## config.mk

```make
export PLATFORM = sky130hd
export DESIGN_NAME = func_sweep_ctrl_flat
export DESIGN_NICKNAME = d
export VERILOG_FILES = /design/src/rtl/func_sweep_ctrl_pkg.sv /design/src/rtl/func_sweep_ctrl_if.sv /design/src/rtl/func_sweep_ctrl_sweep_cmp.sv /design/src/rtl/func_sweep_ctrl.sv /design/src/flat_wrapper.sv
export SDC_FILE = /design/constraint.sdc
export NUM_CORES = 1
export LEC_CHECK = 0
export ABC_CLOCK_PERIOD_IN_PS = 3250
export CORE_MARGIN = 2
export CORE_UTILIZATION = 40
export CTS_CLUSTER_SIZE = 16
export DETAILED_ROUTE_END_ITERATION = 16
export PLACE_DENSITY = 0.61
export SYNTH_ARGS = -nofsm -noshare
export SYNTH_HDL_FRONTEND = slang
export SYNTH_HIERARCHICAL = 1
export SYNTH_SLANG_ARGS = --single-unit
```

## constraint.sdc

```tcl
create_clock -name clk -period 3.25 [get_ports clk]
set_input_delay 0.65 -clock clk [delete_from_list [all_inputs] [get_ports clk]]
set_output_delay 0.65 -clock clk [all_outputs]
set_load 0.05 [all_outputs]
```

## src/rtl/func_sweep_ctrl_pkg.sv

```systemverilog
// Shared constants for the boolean-function sweep controller: state encoding
// and default sizing.
package func_sweep_ctrl_pkg;

    localparam int N_IN_DEF   = 4;
    localparam int N_IMPL_DEF = 3;
    localparam int SETTLE_DEF = 1;
    localparam int CNT_W      = 4;

    typedef logic [1:0] state_t;

    localparam logic [1:0] ST_IDLE  = 2'd0;
    localparam logic [1:0] ST_WAIT  = 2'd1;
    localparam logic [1:0] ST_CHECK = 2'd2;
    localparam logic [1:0] ST_DONE  = 2'd3;

endpackage

```

## src/rtl/func_sweep_ctrl_if.sv

```systemverilog
// Bundle between the sweep controller and its host / the function instances.
interface func_sweep_ctrl_if
    import func_sweep_ctrl_pkg::*;
#(
    parameter int N_IN   = N_IN_DEF,
    parameter int N_IMPL = N_IMPL_DEF
);
    logic                 start;
    logic [N_IN-1:0]      vec_out;
    logic [N_IMPL-1:0]    y_in;
    logic                 busy;
    logic                 done;
    logic                 pass;
    logic [N_IN:0]        err_cnt;
    logic                 first_fail_valid;
    logic [N_IN-1:0]      first_fail_vec;
    logic [2**N_IN-1:0]   truth;

    modport master (
        output start, y_in,
        input  vec_out, busy, done, pass, err_cnt,
               first_fail_valid, first_fail_vec, truth
    );

    modport slave (
        input  start, y_in,
        output vec_out, busy, done, pass, err_cnt,
               first_fail_valid, first_fail_vec, truth
    );
endinterface

```

## src/rtl/func_sweep_ctrl_sweep_cmp.sv

```systemverilog
// N-way agreement checker: flags any implementation output that differs
// from the golden reference in bit 0.
module sweep_cmp #(
    parameter int N_IMPL = 3
) (
    input  logic [N_IMPL-1:0] y,
    output logic              mismatch
);
    assign mismatch = (y != {N_IMPL{y[0]}});
endmodule

```

## src/rtl/func_sweep_ctrl.sv

```systemverilog
// Self-test sequencer: steps a shared vector through every input combination,
// settles, then compares all implementation outputs and records the results.
module func_sweep_ctrl
    import func_sweep_ctrl_pkg::*;
#(
    parameter int N_IN   = N_IN_DEF,
    parameter int N_IMPL = N_IMPL_DEF,
    parameter int SETTLE = SETTLE_DEF
) (
    input  logic            clk,
    input  logic            rst,
    func_sweep_ctrl_if.slave bus
);
    localparam int                N_VEC     = 2**N_IN;
    localparam logic [N_IN:0]     ERR_MAX   = (N_IN+1)'(N_VEC);
    localparam logic [CNT_W-1:0]  SETTLE_LD = CNT_W'(SETTLE);

    state_t               state;
    logic [CNT_W-1:0]     settle_cnt;
    logic [N_IN-1:0]      vec;
    logic                 done;
    logic                 pass;
    logic [N_IN:0]        err_cnt;
    logic [N_IN:0]        err_next;
    logic                 ff_valid;
    logic [N_IN-1:0]      ff_vec;
    logic [N_VEC-1:0]     truth;
    logic                 mismatch;

    sweep_cmp #(.N_IMPL(N_IMPL)) u_cmp (
        .y        (bus.y_in),
        .mismatch (mismatch)
    );

    // Saturating count so the all-vectors-failing case cannot wrap to zero.
    always_comb begin
        err_next = err_cnt;
        if (mismatch && (err_cnt != ERR_MAX))
            err_next = err_cnt + (N_IN+1)'(1);
    end

    always_ff @(posedge clk or posedge rst) begin
        if (rst) begin
            state      <= ST_IDLE;
            settle_cnt <= '0;
            vec        <= '0;
            done       <= 1'b0;
            pass       <= 1'b0;
            err_cnt    <= '0;
            ff_valid   <= 1'b0;
            ff_vec     <= '0;
            truth      <= '0;
        end else begin
            case (state)
                ST_IDLE, ST_DONE: begin
                    if (bus.start) begin
                        state      <= ST_WAIT;
                        settle_cnt <= SETTLE_LD;
                        vec        <= '0;
                        done       <= 1'b0;
                        pass       <= 1'b0;
                        err_cnt    <= '0;
                        ff_valid   <= 1'b0;
                        ff_vec     <= '0;
                        truth      <= '0;
                    end
                end
                ST_WAIT: begin
                    settle_cnt <= settle_cnt - CNT_W'(1);
                    if (settle_cnt <= CNT_W'(1))
                        state <= ST_CHECK;
                end
                ST_CHECK: begin
                    truth[vec] <= bus.y_in[0];
                    err_cnt    <= err_next;
                    if (mismatch && !ff_valid) begin
                        ff_valid <= 1'b1;
                        ff_vec   <= vec;
                    end
                    if (&vec) begin
                        state <= ST_DONE;
                        done  <= 1'b1;
                        pass  <= (err_next == '0);
                    end else begin
                        state      <= ST_WAIT;
                        vec        <= vec + N_IN'(1);
                        settle_cnt <= SETTLE_LD;
                    end
                end
            endcase
        end
    end

    assign bus.vec_out          = vec;
    assign bus.busy             = (state == ST_WAIT) || (state == ST_CHECK);
    assign bus.done             = done;
    assign bus.pass             = pass;
    assign bus.err_cnt          = err_cnt;
    assign bus.first_fail_valid = ff_valid;
    assign bus.first_fail_vec   = ff_vec;
    assign bus.truth            = truth;
endmodule

```

## src/flat_wrapper.sv

```systemverilog
// flat-port wrapper written by rule: the top's interface ports become plain ports
module func_sweep_ctrl_flat import func_sweep_ctrl_pkg::*;
#(
    parameter int N_IN   = N_IN_DEF,
    parameter int N_IMPL = N_IMPL_DEF,
    parameter int SETTLE = SETTLE_DEF
)
  (clk, rst, bus_start, bus_y_in, bus_vec_out, bus_busy, bus_done, bus_pass, bus_err_cnt, bus_first_fail_valid, bus_first_fail_vec, bus_truth);
  func_sweep_ctrl_if #(.N_IN(N_IN), .N_IMPL(N_IMPL)) bus_i ();
  input  logic clk;
  input  logic rst;
  input wire logic [$bits(bus_i.start)-1:0] bus_start;
  input wire logic [$bits(bus_i.y_in)-1:0] bus_y_in;
  output wire logic [$bits(bus_i.vec_out)-1:0] bus_vec_out;
  output wire logic [$bits(bus_i.busy)-1:0] bus_busy;
  output wire logic [$bits(bus_i.done)-1:0] bus_done;
  output wire logic [$bits(bus_i.pass)-1:0] bus_pass;
  output wire logic [$bits(bus_i.err_cnt)-1:0] bus_err_cnt;
  output wire logic [$bits(bus_i.first_fail_valid)-1:0] bus_first_fail_valid;
  output wire logic [$bits(bus_i.first_fail_vec)-1:0] bus_first_fail_vec;
  output wire logic [$bits(bus_i.truth)-1:0] bus_truth;
  assign bus_i.start = bus_start;
  assign bus_i.y_in = bus_y_in;
  assign bus_vec_out = bus_i.vec_out;
  assign bus_busy = bus_i.busy;
  assign bus_done = bus_i.done;
  assign bus_pass = bus_i.pass;
  assign bus_err_cnt = bus_i.err_cnt;
  assign bus_first_fail_valid = bus_i.first_fail_valid;
  assign bus_first_fail_vec = bus_i.first_fail_vec;
  assign bus_truth = bus_i.truth;
  func_sweep_ctrl #(.N_IN(N_IN), .N_IMPL(N_IMPL), .SETTLE(SETTLE)) u_core (.clk(clk), .rst(rst), .bus(bus_i));
endmodule
```

==> results of run 1 <==
## sequential cells by signal (all words and copies together), names as in the netlist
name	count
u_core/bus.done	1
u_core/bus.err_cnt	5
u_core/bus.first_fail_valid	1
u_core/bus.first_fail_vec	4
u_core/bus.pass	1
u_core/bus.truth	16
u_core/bus.vec_out	4
u_core/settle_cnt	4
u_core/state	2
## layout make-up
type / instances / area [um^2]
fill: 444 / 2220
multi-input combinational: 143 / 979.7
sequential: 38 / 950.9
timing repair buffer: 39 / 387.9
tap: 67 / 83.83
clock buffer: 6 / 82.58
clock inverter: 2 / 60.06
inverter: 14 / 52.55
## power groups by stage
stage / combinational (mW) / clock (mW) / sequential (mW)
5_1_grt: 1.00 / 0.523 / 0.639
3_5_place_dp: 0.920 / 0 / 0.635
4_1_cts: 0.924 / 0.506 / 0.626
3_3_place_gp: 0.913 / 0 / 0.633
2_1_floorplan: 0.566 / 0 / 0.765
6_report: 0.916 / 0.491 / 0.625
## cell usage in the layout (no fill, tap or decap), drive strengths merged, types with 4 or more instances in the layout
cell	count
nand4	6
ha	11
clkbuf	6
nand2	18
nor3	4
nor2	11
clkdlybuf4s50	38
o211ai	15
mux2i	6
o21ai	26
nand2b	4
inv	14
nand3	7
a22o	5
dfrtp	38
## kinds of logic (layout without fill, tap and decap cells)
kind of cell    Yosys count  count (layout)  share of synthesized area [%]
fa+ha+maj                11              11                          6.769
xor+xnor                  3               3                          1.293
flops                    38              38                          46.77
simple gates             61              61                          16.43
compound gates           61              61                          19.39
mux                       7               7                          4.307
buf+inv                  22              61                          5.046
## how the worst max path moves through the flow
stage | slack (ns) | depth (start not counted) | endpoint
2_1_floorplan | 1.44 | 4 | bus_busy
3_3_place_gp | 0.78 | 7 | u_core/bus.pass
3_5_place_dp | 0.70 | 7 | u_core/bus.pass
4_1_cts | 0.45 | 4 | bus_busy
5_1_grt | 0.37 | 4 | bus_busy
6_report | 0.48 | 4 | bus_busy
## metal layers
layer  up-vias  track usage [%]  wire length (um)
met5         -                0                 0
met3         7            4.233               216
met2        41            24.54              1857
met4         0            6.433                67
met1       759            22.29              2105
li1        812                -                 -
## worst max-delay path: cells and delay by family, from the launching register on
family | cells | cell delay, ns
buf+inv | 3 | 1.01
flops | 1 | 0.37
fa+ha+maj | 1 | 0.46
==> metrics, run 1 <==
non-filler instance count after layout 309; fin crit share 85.23%; synth-to-layout area growth 27.75%; Post-synth top cells dfrtp_1 (38), o21ai_0 (25), nand2_1 (17), o211ai_1 (15), inv_1 (13); diode count 0; outcome finished, final reports clean; switching portion of total power 41.49%; r2r worst-path depth 6; Vias/cell 5.239; first-pass GRT wire length 6886 um; Clock Latency Late Sink 0.29 ns; hold endpoint u_core/settle_cnt[3]; fin area 2597 um^2; IR drop worst, VDD 0.0008430 V; Hold Fails Final Rpt 0; hold crit path type reg2reg; CTS H-tree lvls 2; Synth area leader dfrtp_1; Hold WS approximately 0.5 ns; Cell Int Power 1.189 mW; CP endpoint kind output pin; sequential share of power 30.8%; cts hold-fix bufs 0; crit start category flip-flop; worst slew pin tran 0.5059 ns; Slew Viols, Final 0; hold_sp u_core/settle_cnt[3]; num ports 39; die area 5669 um^2; minimum clock period 2.770 ns; pin count of the biggest net entering global routing 39; Num CTS Buffers 5; Synth top area share 46.77%; Logic pwr share 45.1%; Antenna Nets Post-Route 0; PnR Total Power roughly 2.0 mW; drt initial violations 123; initial antenna violation count 0; Post-synth EDFFs 0; Worst-path clk slew 0.07 ns; Mapped Area about 2000 um^2; CP max-delay cell clkdlybuf4s50_1; worst path cell trace inv_1 > ha_1 > inv_1 > clkdlybuf4s50_1; crit path max fanout 8; WHS Path Cells 1; site row count 25; Total Routing Usage GR 16.20%; most used cell, CP inv_1; placed cell area around 2500 um^2; reg2reg end u_core/bus.vec_out[3]; setup TNS 0 ns; sequential share of the synthesized area 46.77%; vias in the first global route 1,476; Critical path origin u_core/state[0]; root buffer cell clkbuf_8; skew final 0.009883 ns; Port Buf Inserts 38; setup repair bufs after CTS 0; Clock power frac 24.2%; top cells by area, synth dfrtp_1 (47%), ha_1 (6.8%), o21ai_0 (6.2%), o211ai_1 (5.5%), nand2_1 (3.1%); CTS Sinks 38; YS warnings 6; maximum buffer depth of the clock tree 2; NetSw 0.8432 mW; total gr overflow 0; Vias 1,619; Syn Nets 220; crit-path max cell delay approximately 0.81 ns; Worst slew margin 66.17%; setup violators final 0; synthesized instance count 203; Synth async-reset ratio 100.0%; Die W 75.30 um; Synth Register Bits 38; layout cells sized above 1 9.091%; DRC 0; CP Data Required Time 2.60 ns; routability cong. a little under 0.8; pwr dens 782.5 nW/um^2; Worst R2R Setup Slack about 1.4 ns; RR Startpoint u_core/state[0]; fmax around 0.36 GHz; Setup WS pre-CTS 0.6971 ns; First-pass DRT Iterations 4; most common cell in the netlist dfrtp_1; final worst slack 0.4801 ns; Starting Density 42.21%; max-cap viol count 0; leakage 1.123 nW; Avg Inst Size Synth 10.02 um^2; Total Routed Length around 4200 um; fin util a little over half; Cells after DPL ~300; Die Ht 75.30 um; Final Net Count 258; Synth Flop Type dfrtp_1; library cells used by synthesis 44; crit path kind reg2out; CTS tree yes; Core ar. 4817 um^2; RSZ-0062 raised after global routing no; Post-DP HPWL 3047 um; Post-CTS Resized 0; Routed WL per cell around 14 um; CP Data Arrival Time 2.12 ns
No activity file was read; power rests on OpenSTA's default activity.
==> run 2, diff against run 1 <==
- CAP_MARGIN: default -> 20
- GPL_TIMING_DRIVEN: default -> 0
==> metrics, run 2 (synthesis results as in run 1) <==
setup TNS 0 ns; Routed WL per cell 13.35 um; IR drop worst, VDD 0.0007016 V; Die W 75.30 um; met3 usage 3.968%; minimum clock period 2.691 ns; drt initial violations 64; Post-DP HPWL 3111 um; non-filler instance count after layout 315; crit-path max cell delay around 0.8 ns; leakage ~1.1 nW; commonest cells after routing, fill and taps aside dfrtp_1 (38), clkdlybuf4s50_1 (37), o21ai_0 (25), nand2_1 (17), o211ai_1 (15); CP Data Required Time 2.60 ns; setup violators final 0; worst path cell trace inv_1 > ha_1 > buf_6 > inv_1 > clkdlybuf4s50_1; CTS tree yes; Worst slew margin 47.76%; Final Net Count 264; crit path max fanout 8; NetSw 0.8357 mW; layout cells sized above 1 10.89%; Slew Viols, Final 0; outcome finished, final reports clean; crit path kind reg2out; most used routing layer met2; most used cell, CP inv_1; switching portion of total power about 43%; cts hold-fix bufs 0; routability cong. 0.7943; Die Ht 75.30 um; Total Routed Length roughly 4200 um; fill count 464; first-pass GRT wire length 7031 um; Worst-path clk slew 0.07 ns; sequential share of power 31.7%; pwr dens between 700 and 800 nW/um^2; synth-to-layout area growth 27.57%; crit start category flip-flop; skew final 0.002784 ns; maximum buffer depth of the clock tree 2; fin crit share 82.80%; Cells after DPL 307; Num CTS Buffers 5; Hold Fails Final Rpt 0; Vias between 1,500 and 2,000; First-pass DRT Iterations 4; top flop regs u_core/bus.truth x16, u_core/bus.err_cnt x5; site row count 25; CTS Sinks 38; initial antenna violation count 0; Core ar. 4817 um^2; root buffer cell clkbuf_8; fin area between 2000 and 3000 um^2; met1 global-route usage between 20% and 30%; setup repair bufs after CTS 0; Total Routing Usage GR between 15 and 20%; Post-CTS Resized 0; PnR Total Power between 1.5 and 2 mW; Cell Int Power 1.114 mW; vias in the first global route 1,508; Port Buf Inserts 37; Antenna Nets Post-Route 0; diode count 0; Clock power frac 19.5%; pin count of the biggest net entering global routing 39; hold crit path type reg2reg; Top reg by flops u_core/bus.truth; commonest non-fill, non-tap cell in the layout dfrtp_1; placed cell area around 2500 um^2; total gr overflow 0; Hold WS 0.5032 ns; RSZ-0062 raised after global routing no; Clock Latency Late Sink 0.28 ns; CP Data Arrival Time 2.04 ns; Logic pwr share 48.7%; DRC 0; Starting Density 42.21%; max-cap viol count 0; worst slew pin tran 0.7825 ns; fmax 0.3716 GHz; die area roughly 5700 um^2; num ports 39; met2 Resource Use GR 24.64%; Vias/cell 5.219; CTS H-tree lvls 2; CP max-delay cell clkdlybuf4s50_1; CP endpoint kind output pin; max reg flops 16
run 2: cell count changes in the layout (fill, tap and decap cells not counted):
| cell | change |
|---|---|
| clkbuf_1 | +3 |
| clkdlybuf4s50_1 | -1 |
| buf_4 | +1 |
| inv_2 | +1 |
| clkbuf_8 | -1 |
| inv_1 | -1 |
| bufinv_16 | -1 |
| buf_6 | +1 |
| buf_2 | +4 |
run 2: worst max-delay path, delay by kind of cell (launching register included):
| kind | cells | cell delay, ns |
|---|---|---|
| adder cells (fa/ha/maj) | 1 | 0.30 |
| buffers and inverters | 4 | 1.09 |
| flip-flops | 1 | 0.37 |
run 2: worst paths after layout:
path                       cells past startpoint  slack, ns                    startpoint                      endpoint
min in group asynchronous                      2       0.84                           rst   u_core/bus.first_fail_valid
setup / recovery                               5       0.56               u_core/state[0]                      bus_busy
max in group asynchronous                      2       1.92                           rst               u_core/state[1]
hold reg to reg                                1       0.50  u_core/bus.first_fail_vec[0]  u_core/bus.first_fail_vec[0]
hold / removal                                 1       0.50  u_core/bus.first_fail_vec[0]  u_core/bus.first_fail_vec[0]
setup reg to reg                               8       1.49               u_core/state[0]          u_core/bus.truth[12]
run 2: routing by layer:
layer,up-vias,share of wire (%)
li1,822,-
met1,769,51
met2,51,43
met3,2,5.7
met4,0,0.52
met5,-,0
run 2: stage by stage:
step	setup WS (ns)	utilization (%)
2_1_floorplan	1.436	-
3_3_place_gp	0.6693	51.64
3_5_place_dp	0.6731	51.64
4_1_cts	0.5340	53.84
5_1_grt	0.4776	53.84
6_report	0.5591	53.84
run 2: layout make-up:
cell class	instances	area, um^2	area share, %
clock buffer	7	76.32	2.943
sequential	38	950.9	36.66
timing repair buffer	37	370.4	14.28
multi-input combinational	143	979.7	37.77
inverter	14	52.55	2.026
buffer	8	50.05	1.930
tap	67	83.83	3.232
clock inverter	1	30.03	1.158
run 2: power by group through the flow:
stage	clock, mW	combinational, mW	sequential, mW
after floorplan	0	0.566	0.765
after global placement	0	0.943	0.629
after detailed placement	0	0.951	0.629
after CTS	0.394	0.954	0.619
after global routing	0.416	1.04	0.631
final	0.381	0.950	0.619
